===== src/rtl/vp_frame_ctrl.sv =====
// Frame controller: measures vs/de geometry per frame, publishes stats and gates the filler enable.
// Latency 1 clk from input edge to every output; no backpressure, it is a pure timing monitor.
module vp_frame_ctrl #(
    parameter int H_DISP = 1280,
    parameter int V_DISP = 720,
    parameter int CW     = 12
) (
    input  logic          clk,
    input  logic          rst,
    input  logic          cfg_wr,
    input  logic          cfg_en,
    input  logic          cfg_auto,
    input  logic          pre_vs,
    input  logic          pre_de,
    output logic          fill_en,
    output logic          frame_start,
    output logic          stat_valid,
    output logic [CW-1:0] stat_lines,
    output logic [CW-1:0] stat_max_len,
    output logic [CW-1:0] stat_short,
    output logic [1:0]    stat_err
);

    localparam logic [CW-1:0] H_W     = CW'(H_DISP);
    localparam logic [CW-1:0] V_W     = CW'(V_DISP);
    localparam logic [CW-1:0] CNT_MAX = '1;
    localparam logic [CW-1:0] ONE     = CW'(1);

    typedef enum logic {IDLE, FRAME} state_t;

    state_t        state_q, state_d;
    logic          vs_d_q, vs_d_d, de_d_q, de_d_d;
    logic          sh_en_q, sh_en_d, sh_auto_q, sh_auto_d;
    logic [CW-1:0] len_q, len_d, line_q, line_d, short_q, short_d, max_q, max_d;
    logic          long_q, long_d;
    logic          fill_en_q, fill_en_d, frame_start_q, frame_start_d;
    logic          stat_valid_q, stat_valid_d;
    logic [CW-1:0] stat_lines_q, stat_lines_d, stat_max_q, stat_max_d;
    logic [CW-1:0] stat_short_q, stat_short_d;
    logic [1:0]    stat_err_q, stat_err_d;

    logic          vs_rise, de_fall, in_frame, line_end, eff_en, eff_auto, long_n;
    logic [CW-1:0] line_n, short_n, max_n;

    always_comb begin
        vs_rise  = pre_vs & ~vs_d_q;
        de_fall  = de_d_q & ~pre_de;
        in_frame = (state_q == FRAME);
        // A line still open at the boundary is closed into the ending frame.
        line_end = in_frame & (de_fall | (vs_rise & de_d_q));

        line_n  = (line_end && line_q != CNT_MAX) ? line_q + ONE : line_q;
        short_n = (line_end && len_q < H_W && short_q != CNT_MAX) ? short_q + ONE : short_q;
        long_n  = long_q | (line_end && len_q > H_W);
        max_n   = (line_end && len_q > max_q) ? len_q : max_q;

        // A write coincident with the boundary takes effect at that boundary.
        eff_en   = cfg_wr ? cfg_en   : sh_en_q;
        eff_auto = cfg_wr ? cfg_auto : sh_auto_q;

        state_d       = state_q;
        vs_d_d        = pre_vs;
        de_d_d        = pre_de;
        sh_en_d       = eff_en;
        sh_auto_d     = eff_auto;
        len_d         = len_q;
        line_d        = line_q;
        short_d       = short_q;
        max_d         = max_q;
        long_d        = long_q;
        fill_en_d     = fill_en_q;
        frame_start_d = 1'b0;
        stat_valid_d  = 1'b0;
        stat_lines_d  = stat_lines_q;
        stat_max_d    = stat_max_q;
        stat_short_d  = stat_short_q;
        stat_err_d    = stat_err_q;

        if (vs_rise) begin
            state_d       = FRAME;
            frame_start_d = 1'b1;
            len_d         = '0;
            line_d        = '0;
            short_d       = '0;
            max_d         = '0;
            long_d        = 1'b0;
            // On IDLE exit there is no completed frame, so auto mode passes sh_en through.
            fill_en_d     = eff_en & (~eff_auto | ~in_frame | (short_n != '0));
            if (in_frame) begin
                stat_valid_d = 1'b1;
                stat_lines_d = line_n;
                stat_max_d   = max_n;
                stat_short_d = short_n;
                stat_err_d   = {line_n != V_W, long_n};
            end
        end else if (in_frame) begin
            if (pre_de)
                len_d = (len_q != CNT_MAX) ? len_q + ONE : len_q;
            else if (de_fall)
                len_d = '0;
            line_d  = line_n;
            short_d = short_n;
            max_d   = max_n;
            long_d  = long_n;
        end
    end

    always_ff @(posedge clk) begin
        if (rst) begin
            state_q       <= IDLE;
            vs_d_q        <= 1'b0;
            de_d_q        <= 1'b0;
            sh_en_q       <= 1'b0;
            sh_auto_q     <= 1'b0;
            len_q         <= '0;
            line_q        <= '0;
            short_q       <= '0;
            max_q         <= '0;
            long_q        <= 1'b0;
            fill_en_q     <= 1'b0;
            frame_start_q <= 1'b0;
            stat_valid_q  <= 1'b0;
            stat_lines_q  <= '0;
            stat_max_q    <= '0;
            stat_short_q  <= '0;
            stat_err_q    <= 2'b00;
        end else begin
            state_q       <= state_d;
            vs_d_q        <= vs_d_d;
            de_d_q        <= de_d_d;
            sh_en_q       <= sh_en_d;
            sh_auto_q     <= sh_auto_d;
            len_q         <= len_d;
            line_q        <= line_d;
            short_q       <= short_d;
            max_q         <= max_d;
            long_q        <= long_d;
            fill_en_q     <= fill_en_d;
            frame_start_q <= frame_start_d;
            stat_valid_q  <= stat_valid_d;
            stat_lines_q  <= stat_lines_d;
            stat_max_q    <= stat_max_d;
            stat_short_q  <= stat_short_d;
            stat_err_q    <= stat_err_d;
        end
    end

    assign fill_en      = fill_en_q;
    assign frame_start  = frame_start_q;
    assign stat_valid   = stat_valid_q;
    assign stat_lines   = stat_lines_q;
    assign stat_max_len = stat_max_q;
    assign stat_short   = stat_short_q;
    assign stat_err     = stat_err_q;

endmodule


===== config.mk =====
export PLATFORM = sky130hd
export DESIGN_NAME = vp_frame_ctrl
export DESIGN_NICKNAME = d
export VERILOG_FILES = /design/src/rtl/vp_frame_ctrl.sv
export SDC_FILE = /design/constraint.sdc
export NUM_CORES = 1
export LEC_CHECK = 0
export ABC_AREA = 1
export BUFFER_PORTS_ARGS = -buffer_cell sky130_fd_sc_hd__buf_2
export CORE_MARGIN = 4
export CORE_UTILIZATION = 50
export DETAILED_ROUTE_END_ITERATION = 12
export PLACE_DENSITY = 0.78
export REMOVE_ABC_BUFFERS = 1
export SLEW_MARGIN = 25
export SYNTH_ARGS = -nofsm -noshare
export SYNTH_HDL_FRONTEND = slang
export SYNTH_SLANG_ARGS = --single-unit

===== constraint.sdc =====
create_clock -name clk -period 2.26 [get_ports clk]
set_input_delay 0.113 -clock clk [delete_from_list [all_inputs] [get_ports clk]]
set_output_delay 0.113 -clock clk [all_outputs]
set_load 0.01 [all_outputs]

==> results.toml <==
[synth]
synth_cells = 684
yosysWarnings = 0
synth_adder_area_share_pct = 4.170
ys_async_sr_fraction_pct = 0
ys.flop_type = "dfxtp_1"
synthesis.area_um2 = 4801
synth.yosys.seq_area_share_pct = 39.61
ys_types = 40
synthXorXnorAreaFrac_pct = 1.642
synth-edff-count = 0
synth_top_family_by_area = "simple AND/OR/NAND/NOR gates"
synth_compound_area_share_pct = 12.72
synthSimpleGateAreaFrac_pct = 31.04
ys_seq_elements = 95
muxShareOfSynthArea_pct = 0
synth.avg_cell_area_um2 = 7.019

[floorplanning]
core_area_um2 = 9284
rows = 35
ios = 48
dieArea_um2 = 11230
die_w_um = 106.0
die_h_um = 106.0
start_util_pct = 51.71

[run]
drv_cap = 0

[critical_path]
critical_path_class = "register to register"
start_kind = "register"
arrival_ns = 2.22
cp.required_ns = 2.53
rrSetupSlack_ns = 0.30
end_kind = "register"
cp_max_fo = 9

[detailed_routing]
viasPerCell = 5.073
routed_wl_mm = 10.79
ant_nets = 0
dr.pass1.iters = 6
wire_per_inst_um = 12.50
drt_iter0_drc = 264
num_vias = 4378
drc = 0

[finish]
fillers = 911
syn_to_final_growth_pct = 12.46
antennaDiodeCount = 0
design_area_um2 = 5399
drive_gt1_share_pct = 13.62
layout.nets = 752

[timing]
max_clock_freq_mhz = 511.2
fin_crit_sh_pct = 86.56
slew_headroom_pct = 65.05
finalCriticalPeriod_ns = 1.956
finalSetupViolCount = 0
skew_ns = 0.009181
worst_slew_pin_slew_ns = 0.5203
rsz0062_at_grt = "false"
hold_violations = 0
holdWs_ns = 0.03369
drv_slew = 0

[placed_design]
hpwl_mm = 7.775
portBuffers = 47
dpl-instance-area_um2 = 5186
gp_congestion = 0.8905

[power]
clockPowerShare_pct = 36.0
p_sw_share_pct = 24.56
intPower_uw = 2365
p_leak_uw = 0.002484
ir_worst_vdd_uv = 331.9
power_density_nw_per_um2 = 580.6
p_switching_uw = 769.9
comb_power_share_pct = 8.3
pwr-share-seq_pct = 55.6

[global_routing]
grtUsageMet3_pct = 3.704
grt_start_max_net_pins = 59
antenna_found_initial = 0
grt.met2_usage_pct = 33.15
grt_most_used_layer = "met2"
use_met1_pct = 25.06
grt_pass1_wl_mm = 18.61
grtUsageTotal_pct = 20.05
grt_overflow = 0
first_global_vias = 4307

[cts]
clockRootBuffer = "clkbuf_8"
post-cts-setup-buffer-count = 0
clk_pin_slew_ns = 0.09
clk_latency_ns = 0.36
numCtsBuffers = 9
cts_tree = "yes"
clock-sinks = 95
clk_path_buf_depth = 2
htreeDepth = 3

[run_status]
status = "finished clean"

[min_path]
hp-class = "input pin to register"
## through the flow
stage | power, uW | util [%] | instances | worst slack [ns] | setup TNS [ns]
3_3_place_gp | 2038 | 55.86 | 846 | 0.2604 | 0
2_1_floorplan | 1943 | - | 661 | -0.9960 | -31.43
6_report | 3135 | 58.15 | 863 | 0.3038 | 0
4_1_cts | 3165 | 58.13 | 863 | 0.1996 | 0
5_1_grt | 3284 | 58.15 | 863 | 0.05152 | 0
3_5_place_dp | 2046 | 55.86 | 846 | 0.2127 | 0
## path summary, 6_finish.rpt
path                            depth (start not counted)             to       start
worst max-delay path                                   14        fill_en  short_q[0]
worst min-delay path                                    2  stat_lines[7]         rst
worst max register to register                         14        fill_en  short_q[0]
worst min register to register                          2         long_q      long_q
## cells by family after synthesis
logic type	Yosys count
fa+ha+maj	16
simple gates	334
compound gates	99
buf+inv	131
flops	95
xor+xnor	9
## critical path, stage by stage, from the launching register on
cell     delay, ns
dfxtp_1       0.36
ha_1          0.27
nand2_1       0.12
nor2_2        0.21
nand3_4       0.16
nand2_2       0.12
inv_2         0.06
nand2_1       0.07
nand2_1       0.07
nor2_1        0.10
nand2_1       0.05
nor2_1        0.10
nand2_1       0.06
nand2_1       0.05
nand2_1       0.04
## repair_timing
action                     CTS  global route
gates resized for setup      0             1
hold buffers                 1             0
hold endpoints to repair     1             0
setup endpoints to repair    0             5
## registers in the layout, summed over array words and instances, names as in the netlist, 2 cells and up
name          count
len_q            12
line_q           12
max_q            12
short_q          12
stat_err          2
stat_lines       12
stat_max_len     12
stat_short       12
## power groups by stage
stage                     Combinational (uW)  Sequential (uW)  Clock, uW
after floorplan                          144             1800          0
after global placement                   257             1780          0
after detailed placement                 263             1780          0
after CTS                                265             1740       1160
after global routing                     295             1750       1240
final                                    262             1740       1130
## metal layers
layer  part of all wire, %  vias to the layer above
met5                     0                        -
met4                   2.7                        0
met3                   4.4                       29
met2                    46                      121
met1                    47                     1968
li1                      -                     2260
## Yosys cell counts, types with 3 or more instances
cell      count  area (um2)
ha_1         16       200.2
nor2_1       65       244.0
o21ai_0      13       65.06
nor2_4        4       45.04
buf_2         5       25.02
o21ai_1       4       20.02
clkbuf_1     14       52.55
o211ai_1     19       142.6
o21a_1       16       120.1
nor3_1        5       25.02
a21oi_1      38       190.2
nand3_1      63       315.3
inv_1       101       379.1
nand4_1       6       37.54
xor2_1        9       78.83
nand2_1     166       623.1
dfxtp_1      95        1902
nand2_2      11       68.82
nand3b_1      3       22.52
inv_2         4       15.01
## cells in the final DEF (no fill, tap or decap), types with 2 or more instances in the layout
| cell | instances |
|---|---|
| buf_4 | 7 |
| clkbuf_1 | 2 |
| dfxtp_1 | 95 |
| ha_1 | 16 |
| clkbuf_8 | 10 |
| nor2_1 | 64 |
| inv_2 | 4 |
| nor3_1 | 5 |
| nand3b_1 | 3 |
| buf_2 | 47 |
| nand2_1 | 165 |
| nor4_1 | 2 |
| inv_1 | 101 |
| o21bai_1 | 2 |
| o21a_1 | 16 |
| o21ai_0 | 13 |
| nand3_1 | 63 |
| xor2_1 | 9 |
| a21oi_1 | 38 |
| a211oi_1 | 2 |
| nor2_4 | 5 |
| o211ai_1 | 19 |
| buf_12 | 2 |
| nand2_2 | 12 |
| clkinv_4 | 2 |
| nand3_4 | 2 |
| nand4_1 | 6 |
| or2_1 | 2 |
| clkinv_1 | 2 |
| o21ai_1 | 4 |
## cell type report
class	instances	area (um2)	share of cell area [%]
clock buffers	12	145.1	2.688
clock inverters	4	55.05	1.020
inverters	108	407.9	7.555
multi-input cells	458	2390	44.26
flip-flops and latches	95	1902	35.23
well taps	129	161.4	2.990
repair buffers	57	337.8	6.257
Note: power is estimated with default switching activity, not from simulation.
